==> src/rtl/control_unit.sv <==
// Multi-cycle fetch/decode/execute sequencer: owns PC, IR and zero flag; drives all mb_*/dp_* strobes.
// Latency: ALU/LDI/ST/JMP/JZ/NOP = 2+MEM_WAIT cycles, LD = 4+2*MEM_WAIT cycles, from first FETCH cycle.
// Backpressure: none; memory is fixed-latency (MEM_WAIT read-wait cycles), start is the only handshake.
module control_unit #(
  parameter logic [7:0] PC_RESET = 8'h00,
  parameter int         MEM_WAIT = 1
) (
  input  logic        CLK100MHZ,
  input  logic        rst_n,
  input  logic        start,
  output logic        halted,
  output logic [7:0]  pc_out,
  output logic [15:0] ir_out,
  output logic        mb_sel,
  output logic [7:0]  mb_pc_addr,
  output logic [7:0]  mb_cu_addr,
  output logic        mb_mem_read,
  output logic        mb_mem_write,
  input  logic [15:0] mb_data_out,
  output logic [7:0]  dp_imm,
  output logic [1:0]  dp_sel,
  output logic [3:0]  dp_write_addr,
  output logic        dp_write,
  output logic [3:0]  dp_a_addr,
  output logic        dp_a_read,
  output logic [3:0]  dp_b_addr,
  output logic        dp_b_read,
  output logic [3:0]  dp_alu_sel,
  input  logic        dp_zf_flag
);

  typedef enum logic [2:0] {
    S_IDLE  = 3'd0,
    S_FETCH = 3'd1,
    S_EXEC  = 3'd2,
    S_MREAD = 3'd3,
    S_WB    = 3'd4,
    S_HALT  = 3'd5
  } state_t;

  // Wait counter compares against the last read-wait cycle index.
  localparam logic [1:0] LP_WAIT = 2'(MEM_WAIT);

  state_t      r_state;
  logic [7:0]  r_pc;
  logic [15:0] r_ir;
  logic        r_zq;
  logic [1:0]  r_wait;

  logic [3:0]  w_op;
  logic [3:0]  w_rd;
  logic [3:0]  w_rs1;
  logic [3:0]  w_rs2;
  logic [7:0]  w_imm;
  logic        w_is_alu;
  logic        w_wait_done;

  assign w_op        = r_ir[15:12];
  assign w_rd        = r_ir[11:8];
  assign w_rs1       = r_ir[7:4];
  assign w_rs2       = r_ir[3:0];
  assign w_imm       = r_ir[7:0];
  assign w_is_alu    = (w_op >= 4'h4) && (w_op <= 4'hB);
  assign w_wait_done = (r_wait == LP_WAIT);

  // Sequencer state, PC, IR and latched zero flag.
  always_ff @(posedge CLK100MHZ or negedge rst_n) begin
    if (!rst_n) begin
      r_state <= S_IDLE;
      r_pc    <= PC_RESET;
      r_ir    <= 16'h0000;
      r_zq    <= 1'b0;
      r_wait  <= 2'd0;
    end else begin
      case (r_state)
        S_IDLE: begin
          if (start) r_state <= S_FETCH;
        end
        S_FETCH: begin
          if (w_wait_done) begin
            r_ir    <= mb_data_out;
            r_pc    <= r_pc + 8'd1;
            r_wait  <= 2'd0;
            r_state <= S_EXEC;
          end else begin
            r_wait <= r_wait + 2'd1;
          end
        end
        S_EXEC: begin
          case (w_op)
            4'h2: r_state <= S_MREAD;
            4'hC: begin
              if (r_zq) r_pc <= w_imm;
              r_state <= S_FETCH;
            end
            4'hD: begin
              r_pc    <= w_imm;
              r_state <= S_FETCH;
            end
            4'hF: r_state <= S_HALT;
            default: begin
              // Only ALU ops refresh the zero flag; loads and immediates leave it alone.
              if (w_is_alu) r_zq <= dp_zf_flag;
              r_state <= S_FETCH;
            end
          endcase
        end
        S_MREAD: begin
          if (w_wait_done) begin
            r_wait  <= 2'd0;
            r_state <= S_WB;
          end else begin
            r_wait <= r_wait + 2'd1;
          end
        end
        S_WB:    r_state <= S_FETCH;
        S_HALT:  r_state <= S_HALT;
        default: r_state <= S_IDLE;
      endcase
    end
  end

  assign pc_out        = r_pc;
  assign ir_out        = r_ir;
  assign mb_pc_addr    = r_pc;
  assign mb_cu_addr    = w_imm;
  assign dp_imm        = w_imm;
  assign dp_write_addr = w_rd;

  // Strobe decode from state and IR; decoding combinationally lets reset kill a write in the same cycle.
  always_comb begin
    halted       = 1'b0;
    mb_sel       = 1'b0;
    mb_mem_read  = 1'b0;
    mb_mem_write = 1'b0;
    dp_sel       = 2'd0;
    dp_write     = 1'b0;
    dp_a_addr    = 4'd0;
    dp_a_read    = 1'b0;
    dp_b_addr    = 4'd0;
    dp_b_read    = 1'b0;
    dp_alu_sel   = 4'd0;
    case (r_state)
      S_FETCH: begin
        mb_mem_read = 1'b1;
      end
      S_EXEC: begin
        if (w_is_alu) begin
          dp_a_addr  = w_rs1;
          dp_a_read  = 1'b1;
          dp_b_addr  = w_rs2;
          dp_b_read  = 1'b1;
          dp_alu_sel = w_op - 4'd4;
          dp_write   = 1'b1;
        end else if (w_op == 4'h1) begin
          dp_sel   = 2'd2;
          dp_write = 1'b1;
        end else if (w_op == 4'h3) begin
          dp_a_addr    = w_rd;
          dp_a_read    = 1'b1;
          mb_sel       = 1'b1;
          mb_mem_write = 1'b1;
        end
      end
      S_MREAD: begin
        mb_sel      = 1'b1;
        mb_mem_read = 1'b1;
      end
      S_WB: begin
        dp_sel   = 2'd1;
        dp_write = 1'b1;
      end
      S_HALT: begin
        halted = 1'b1;
      end
      default: ;
    endcase
  end

endmodule

==> config.mk <==
export PLATFORM = sky130hd
export DESIGN_NAME = control_unit
export DESIGN_NICKNAME = d
export VERILOG_FILES = /design/src/rtl/control_unit.sv
export SDC_FILE = /design/constraint.sdc
export NUM_CORES = 1
export LEC_CHECK = 0
export CAP_MARGIN = 10
export CELL_PAD_IN_SITES_DETAIL_PLACEMENT = 0
export CELL_PAD_IN_SITES_GLOBAL_PLACEMENT = 1
export CORE_AREA = 8 8 87 89
export DETAILED_ROUTE_END_ITERATION = 10
export DIE_AREA = 0 0 95 97
export PLACE_DENSITY_LB_ADDON = 0.15
export SLEW_MARGIN = 25
export SYNTH_ARGS = -nofsm -noshare
export SYNTH_HDL_FRONTEND = slang
export SYNTH_SLANG_ARGS = --single-unit
==> constraint.sdc <==
create_clock -name CLK100MHZ -period 4 [get_ports CLK100MHZ]
set_input_delay 0.8 -clock CLK100MHZ [delete_from_list [all_inputs] [get_ports CLK100MHZ]]
set_output_delay 0.8 -clock CLK100MHZ [all_outputs]
set_load 0.1 [all_outputs]
### Word level (Yosys, flattened, before mapping)

Cells that the tools add are included.
Widths: inputs -> output; s select.

* flip-flop bits (word level): 30
* bits of input ports: 20
* output and inout port bits: 73
* word-level logic and storage cells: 72

* $add $sub $neg: 3
* order comparisons: 2
* equality and inequality tests: 17
* multiplexer cells: 35
* bitwise operators: 1
* reductions and logical operators: 9

Operators with widths (count)
* $mux 4: 8
* $pmux 8 s2: 2
* $pmux 3 s6: 1
* $mux 8: 2
* $eq 4x4->1 const B: 3
* $mux 1: 12
* $mux 3: 3
* $add 8x1->8 const B: 1
* $eq 4x2->1 const B: 2
* $eq 3x2->1 const B: 2
* $eq 3x3->1 const B: 2
* $mux 2: 3
* $ne 2x2->1 const B: 3
* $pmux 3 s2: 1
* $reduce_and 3->1: 2
* $eq 4x1->1 const B: 1
* $ge 4x3->1 const B: 1
* $le 4x4->1 const B: 1
* $pmux 1 s2: 2
* $pmux 2 s2: 1
* $reduce_and 4->1: 1
* $reduce_or 4->1: 1
* $sub 4x3->4 const B: 1
* $eq 3x1->1 const B: 1
* other kinds (10): 10

### Logic depth before layout (Yosys ltp)

Gate-level depths: netlist (run 1).

* depth in word-level cells: 5
* gate-level depth with buffers: 7
* mapped depth without buffers: 5

### Worst setup path before layout (run 1)

No wires, ideal clock.

* kind: reg2out
* start: register r_ir[14], in the netlist ir_out[14]
* end: output dp_sel[1]
* data arrival time: 4736 ps
* data required time: 3200 ps
* path slack: -1536 ps
* cell stages (with the launch flop): 5
* cell sequence: dfrtp_1 inv_1 ha_1 clkbuf_1 nor4b_1

* longest elaborated chain between the ends: 4
* elaborated cells on any way between the ends: 7

RTL lines
* from (decl): line 46 `logic [15:0] r_ir;`
* from (signal assigned): line 81 `r_ir <= mb_data_out;`
* $ge 4x3->1 (tied with other cells): line 63 `assign w_is_alu = (w_op >= 4'h4) && (w_op <= 4'hB);`
* $logic_and 1x1->1 or $mux 2 (tied branches): line 63, 155
* $mux 2 (*): line 148 `if (w_is_alu) begin`
* $pmux 2 s2 (*): line 143 `case (r_state)`
* to (decl): line 21 `output logic [1:0] dp_sel,`

Every way passes the cells marked *; elsewhere a longest branch is shown, timed or not.

### Final worst setup path (run 1)

* start: register r_state[1]
* end: output dp_a_addr[2]

* longest elaborated chain between the ends: 2

RTL lines
* from (decl): line 44 `state_t r_state;`
* from (signal assigned): line 69 `r_state <= S_IDLE;`
* from (signal assigned): line 77 `if (start) r_state <= S_FETCH;`
* from (signal assigned): line 84 `r_state <= S_EXEC;`
* $eq 3x2->1: line 143
* $mux 4: line 143
* to (decl): line 24 `output logic [3:0] dp_a_addr,`

No other way between the ends.

==> results of run 1 <==
## per-layer routing
layer  vias up  wire (µm)  part of all wire, %  GRT usage (%)
met3         4        696                   13           7.03
met4         0         31                 0.58           2.16
met2        76       2260                   42           17.2
met1       700       2330                   44           13.4
met5         -          0                    0              0
li1        721          -                    -              -
## worst min-delay path by stage
stage / start / end / cells after the start
global route: r_wait[0] / r_wait[0] / 1
CTS: r_wait[0] / r_wait[0] / 1
detailed placement: r_wait[0] / r_wait[0] / 1
finish: r_wait[0] / r_wait[0] / 1
global placement: r_wait[0] / r_wait[0] / 1
floorplan: r_wait[0] / r_wait[0] / 1
## flip-flops by register name, summed over array words and instances (netlist names)
register    count
ir_out         16
mb_pc_addr      8
r_state         3
r_wait          2
r_zq            1
## synth_stat cells (2+ instances only)
library cell / instances / area, µm²
buf_4: 30 / 225
dfrtp_1: 30 / 751
mux2_2: 18 / 203
nand2_1: 11 / 41.3
and3_1: 10 / 62.6
nand3_1: 6 / 30.0
nor2_1: 6 / 22.5
o21ai_0: 6 / 30.0
buf_2: 5 / 25.0
inv_1: 5 / 18.8
a21oi_1: 4 / 20.0
a22o_1: 4 / 35.0
a31oi_1: 4 / 25.0
ha_1: 4 / 50.1
o2bb2a_1: 4 / 40.0
clkbuf_1: 3 / 11.3
o22ai_1: 3 / 18.8
a22oi_1: 2 / 15.0
a2bb2oi_1: 2 / 17.5
and2_1: 2 / 12.5
nand2b_1: 2 / 12.5
nor2b_1: 2 / 12.5
o31ai_1: 2 / 15.0
xor2_1: 2 / 17.5
## logic make-up (layout without fill, tap and decap cells)
group	count (synthesis)	count (layout)
muxes	18	18
buffers and inverters	44	105
and+or+nand+nor	44	44
other	1	1
adders and majority gates	4	4
DFF	30	30
AOI/OAI and AO/OA	36	36
xor gates and xnor gates	2	2
## worst max-delay path, cell delays in order (launching register included)
cell     delay (ns)
dfrtp_1        0.47
nor3b_4        0.61
nand2_1        0.26
nor3_4         0.39
a22o_2         0.20
buf_4          0.28
## cell type report
class / instances / share of cell area [%]
Multi-Input combinational cell: 105 / 31.2
Timing Repair Buffer: 93 / 33.2
Inverter: 5 / 0.709
Clock buffer: 7 / 2.88
Sequential cell: 30 / 28.4
Tap cell: 77 / 3.64
## per-stage QoR
| stage | instance area (µm²) | TNS, ns | utilization, % | std cells | hold slack [ns] |
|---|---|---|---|---|---|
| after floorplan | 1870 | -0.166 | - | 179 | 0.451 |
| final | 2650 | 0 | 42.6 | 317 | 0.481 |
| after global routing | 2650 | 0 | 42.6 | 317 | 0.510 |
| after detailed placement | 2570 | 0 | 41.4 | 310 | 0.474 |
| after global placement | 2570 | 0 | 41.4 | 310 | 0.477 |
| after CTS | 2650 | 0 | 42.6 | 317 | 0.491 |
==> reports/metrics.cfg, run 1 <==
[critical_path]
worstPathArrival_ns = 2.50
r2r_cells = 5
crit_type = reg -> out
crit_end = dp_a_addr[2]
cp_max_fo = 15
start_kind = flop
r2r-end = mb_pc_addr[0]
required_ns = 3.20
r2r_start = r_state[0]
crit_start = r_state[1]
endpoint_kind = output pin
r2r_slack_ns = 1.76

[status]
status = completed

[final_layout]
drive_gt1_share_pct = 22.9
regArea_um2 = 751
mostFrequentLayoutCells = 72 x clkdlybuf4s50_1, 30 x dfrtp_1, 21 x buf_4
multi_input_area_um2 = 826
nFillCells = 616
layout_commonest_cell = clkdlybuf4s50_1
final_nets = 264
area.growth.synth_to_final_pct = 43.5
antenna_cells = 0

[logic_synthesis]
ys_ff_latch = 30
synth_top_family_by_area = buffers and inverters
synth_ff_type = dfrtp_1
syn-instance-count = 179
ys_warn_count = 0
synthMuxAreaShare_pct = 11.0
ys_async_sr_fraction_pct = 100
synth_edf_count = 0
synthesis.nets = 203
synthAdderAreaFrac_pct = 2.71
synth_cell_types = 36
synth_compound_area_share_pct = 15.0
syn_area_mm2 = 0.00184
synth_area_per_cell_um2 = 10.3
synthSimpleGateAreaFrac_pct = 13.6
synth_xor_area_share_pct = 0.950
yosysSeqAreaShare_pct = 40.7

[die]
num_io_pins = 93
die_area_mm2 = 0.00922
die_h_um = 97
core_mm2 = 0.00620
rows = 29
die_w_um = 95
start_util_pct = 29.7

[timing]
finalSetupViolCount = 0
rsz0062_at_grt = no
hold_viol = 0
skew_ns = 0.00445
fin_crit_ns = 3.30
fin_crit_sh_pct = 82.5
worst_slack_ns = 0.702
fmax_mhz = 303
tightest_slew_ns = 0.979
slew_headroom_pct = 34.5
slew_violations = 0

[global_route]
grt_overflow = 0
grtUsageTotal_pct = 11.4
grt_pass1_vias = 1577
grt_max_degree = 31
antenna_found_initial = 0
grt_pass1_wl_um = 8250

[route]
post_drt_wl_per_cell_um = 16.8
vias = 1501
detail-route-antenna-nets = 0
drc_errors = 0
viasPerCell = 4.74
drt-initial-drc-count = 48
drt_first_pass_iters = 4
routed_wl_um = 5310

[clock_network]
cts-buffers-inserted = 5
clk_path_buf_depth = 2
cts_setup_buffers = 0
cts_root_buf = clkbuf_8
clk-insertion-delay-late_ns = 0.27
hold_buffers = 0
cts_sinks = 30
tritoncts = done
htreeDepth = 2
cts.clk_slew.worst_paths_ns = 0.06
cts.repair.resized = 0

[placed_design]
io_buffers = 91
dp_slack_ns = 0.970
gp_congestion = 0.745
dp_hpwl_um = 3900

[worst_hold_path]
hp-class = reg -> reg

[job]
maxCapViolations = 0

Power of run 1 is left out: the tool's default activity adds up to more than one toggle a clock period on the data nets, which glitch-free logic cannot reach.
==> run 2: changes to the inputs <==
CORE_AREA = 8 8 89 91   (was 8 8 87 89)
DIE_AREA = 0 0 97 99   (was 0 0 95 97)
clock period = 3.33 ns   (was 4 ns; I/O delays follow)
==> reports/metrics.cfg, run 2 (synthesis gave the netlist of run 1 again) <==
[status]
status = completed

[placed_design]
place_area_mm2 = 0.00256
dp_hpwl_um = 4210
gp_congestion = 0.724
io_buffers = 91
placed_cells = 315

[die]
die_area_mm2 = 0.00960
die_h_um = 99
die_w_um = 97
core_mm2 = 0.00657
start_util_pct = 28.1
num_io_pins = 93
rows = 30

[critical_path]
required_ns = 2.66
cp_max_fo = 15
crit_type = reg -> out
crit_chain = nor3b_4 > buf_4 > nand2_1 > nor3_4 > a22o_2 > buf_12
cp_slowest_cell = dfrtp_1
worstPathArrival_ns = 2.19
start_kind = flop
critPathMaxStageDelay_ns = 0.47
endpoint_kind = output pin

[clock_network]
cts_sinks = 30
cts.repair.resized = 0
cts.clk_slew.worst_paths_ns = 0.06
clk-insertion-delay-late_ns = 0.28
hold_buffers = 0
cts_root_buf = clkbuf_8
cts-buffers-inserted = 5
htreeDepth = 2
clk_path_buf_depth = 2
cts_setup_buffers = 0
tritoncts = done

[final_layout]
fin_area_mm2 = 0.00267
final_nets = 266
largest_reg_flops = 16
multi_input_area_um2 = 838
regArea_um2 = 754
antenna_cells = 0
mostFrequentLayoutCells = 69 x buf_4, 27 x dfrtp_1, 19 x clkdlybuf4s50_1
layout_commonest_cell = buf_4
stdcell_count = 323
area.growth.synth_to_final_pct = 44.8
nFillCells = 651
drive_gt1_share_pct = 48.6

[timing]
fin_tns_setup_ns = 0
slew_violations = 0
holdWs_ns = 0.481
skew_ns = 0.00496
tightest_slew_ns = 0.699
fmax_mhz = 350
fin_crit_ns = 2.86
fin_crit_sh_pct = 85.8
rsz0062_at_grt = no
finalSetupViolCount = 0
slew_headroom_pct = 53.3
hold_viol = 0

[global_route]
grt_overflow = 0
grt_max_degree = 19
grtUsageTotal_pct = 11.7
antenna_found_initial = 0
grt_pass1_wl_um = 9080
grt_pass1_vias = 1720

[job]
maxCapViolations = 0

[route]
drt_first_pass_iters = 4
vias = 1540
routed_wl_um = 5450
drt-initial-drc-count = 58
drc_errors = 0
post_drt_wl_per_cell_um = 16.9
viasPerCell = 4.77
detail-route-antenna-nets = 0

[worst_hold_path]
hp-class = reg -> reg

[run 2: changes by cell type in the layout (fill, tap and decap cells not counted), moves of 3 or more]
cell             before  now
buf_4                21   69
buf_12                0    7
clkdlybuf4s50_1      72   19
clkbuf_8              5    8
dfrtp_2               0    3
dfrtp_1              30   27
[run 2: final timing paths]
| check | cells after the start | endpoint | startpoint | slack (ns) |
|---|---|---|---|---|
| worst min register to register | 1 | r_wait[0] | r_wait[0] | 0.48 |
| worst max-delay path | 6 | dp_a_addr[3] | r_state[1] | 0.47 |
| worst max register to register | 4 | mb_pc_addr[1] | r_state[0] | 1.22 |
| min in group asynchronous | 1 | ir_out[3] | rst_n | 0.81 |
| max in group asynchronous | 3 | ir_out[6] | rst_n | 1.71 |
| worst min-delay path | 1 | r_wait[0] | r_wait[0] | 0.48 |
[run 2: through the flow]
stage | worst slack, ns | utilization, %
after detailed placement | 0.755 | 39.0
final | 0.472 | 40.6
after global placement | 0.787 | 39.0
after CTS | 0.447 | 40.6
after global routing | 0.297 | 40.6
after floorplan | -0.156 | -
[run 2: critical path: cells and delay by family (launching register included)]
| family | cells | cell delay, ns |
|---|---|---|
| AOI/OAI and AO/OA | 1 | 0.24 |
| buffers and inverters | 2 | 0.40 |
| DFF | 1 | 0.47 |
| and+or+nand+nor | 3 | 0.80 |
[run 2: final cells by class]
class | count | area share [%]
Timing Repair Buffer | 95 | 31.8
Clock buffer | 8 | 4.12
Multi-Input combinational cell | 105 | 31.4
Inverter | 5 | 0.703
Sequential cell | 30 | 28.3
Tap cell | 80 | 3.75
[run 2: routing by layer]
layer	vias up	share of wire, %	GRT usage (%)
met5	-	0	0
met4	0	0.88	2.84
met3	6	9.9	5.53
met2	76	42	17.3
met1	727	47	14.8
li1	731	-	-
Power of run 2 is left out for the same reason.
==> run 3: changes to the inputs <==
==> constraint.sdc (replaced) <==
create_clock -name CLK100MHZ -period 3.33 [get_ports CLK100MHZ]
set_input_delay 0.4995 -clock CLK100MHZ [delete_from_list [all_inputs] [get_ports CLK100MHZ]]
set_output_delay 0.4995 -clock CLK100MHZ [all_outputs]
set_load 0.1 [all_outputs]
==> reports/metrics.cfg, run 3 (synthesis gave the netlist of run 1 again) <==
[die]
num_io_pins = 93
die_area_mm2 = 0.00960
die_h_um = 99
core_mm2 = 0.00657
die_w_um = 97
rows = 30
start_util_pct = 28.1

[route]
post_drt_wl_per_cell_um = 16.7
drc_errors = 0
drt_first_pass_iters = 4
viasPerCell = 4.83
routed_wl_um = 5360
detail-route-antenna-nets = 0
vias = 1552
drt-initial-drc-count = 70

[clock_network]
cts.clk_slew.worst_paths_ns = 0.06
clk_path_buf_depth = 2
cts_root_buf = clkbuf_8
clk-insertion-delay-late_ns = 0.28
cts.repair.resized = 0
cts_sinks = 30
hold_buffers = 0
cts_setup_buffers = 0
htreeDepth = 2
cts-buffers-inserted = 5
tritoncts = done

[final_layout]
area.growth.synth_to_final_pct = 45.3
mostFrequentLayoutCells = 45 x clkdlybuf4s50_1, 43 x buf_4, 27 x dfrtp_1
multi_input_area_um2 = 836
fin_area_mm2 = 0.00268
stdcell_count = 321
final_nets = 265
nFillCells = 623
largest_reg_flops = 16
regArea_um2 = 754
drive_gt1_share_pct = 36.1
antenna_cells = 0
layout_commonest_cell = clkdlybuf4s50_1

[global_route]
grt_max_degree = 19
grt_pass1_wl_um = 8910
antenna_found_initial = 0
grtUsageTotal_pct = 11.4
grt_pass1_vias = 1626
grt_overflow = 0

[critical_path]
start_kind = flop
cp_max_fo = 15
worstPathArrival_ns = 2.22
required_ns = 2.83
endpoint_kind = output pin
crit_type = reg -> out

[timing]
fmax_mhz = 368
tightest_slew_ns = 0.985
rsz0062_at_grt = no
hold_viol = 0
fin_tns_setup_ns = 0
fin_crit_ns = 2.72
worst_slack_ns = 0.609
slew_violations = 0
fin_crit_sh_pct = 81.7
slew_headroom_pct = 34.1
finalSetupViolCount = 0
skew_ns = 0.00473

[placed_design]
gp_congestion = 0.709
dp_hpwl_um = 4120
io_buffers = 91
place_area_mm2 = 0.00260
placed_cells = 314
dp_slack_ns = 0.902

[worst_hold_path]
hp-class = reg -> reg

[status]
status = completed

[job]
maxCapViolations = 0

==> run 3: cell types whose count changed in the layout (fill, tap and decap cells not counted), sizes merged <==
| cell | previous run | this run |
|---|---|---|
| buf | 76 | 49 |
| clkdlybuf4s50 | 19 | 45 |
| clkbuf | 8 | 7 |
==> run 3: final timing paths <==
check	from	to	slack (ns)	cells after the start
setup / recovery	r_state[0]	dp_a_addr[2]	0.61	6
hold / removal	r_wait[0]	r_wait[0]	0.49	1
setup reg to reg	r_state[0]	mb_pc_addr[1]	1.28	4
hold reg to reg	r_wait[0]	r_wait[0]	0.49	1
max in group asynchronous	rst_n	ir_out[4]	2.00	2
min in group asynchronous	rst_n	ir_out[13]	0.63	1
==> run 3: through the flow <==
stage	util, %	hold WS, ns
CTS	40.8	0.493
global route	40.8	0.526
finish	40.8	0.491
floorplan	-	0.204
global placement	39.6	0.479
detailed placement	39.6	0.475
==> run 3: layout make-up <==
class | instances | share of cell area, %
timing repair buffer | 94 | 33.3
multi-input combinational | 105 | 31.2
sequential | 30 | 28.2
tap | 80 | 3.74
clock buffer | 7 | 2.85
inverter | 5 | 0.701
==> run 3: worst max-delay path: stages, from the launching register on <==
cell and delay (ns):
dfrtp_1 0.48, nor3b_4 0.20, buf_4 0.23, nand2_1 0.18, nor3_4 0.43, a22o_2 0.25
buf_12 0.17
==> run 3: metal layers <==
metal	wire, µm	up-vias	track usage (%)
met5	0	-	0
met4	51	0	3.20
li1	-	727	-
met3	611	5	6.02
met2	2310	89	16.9
met1	2390	731	13.9
Power of run 3 is left out for the same reason.
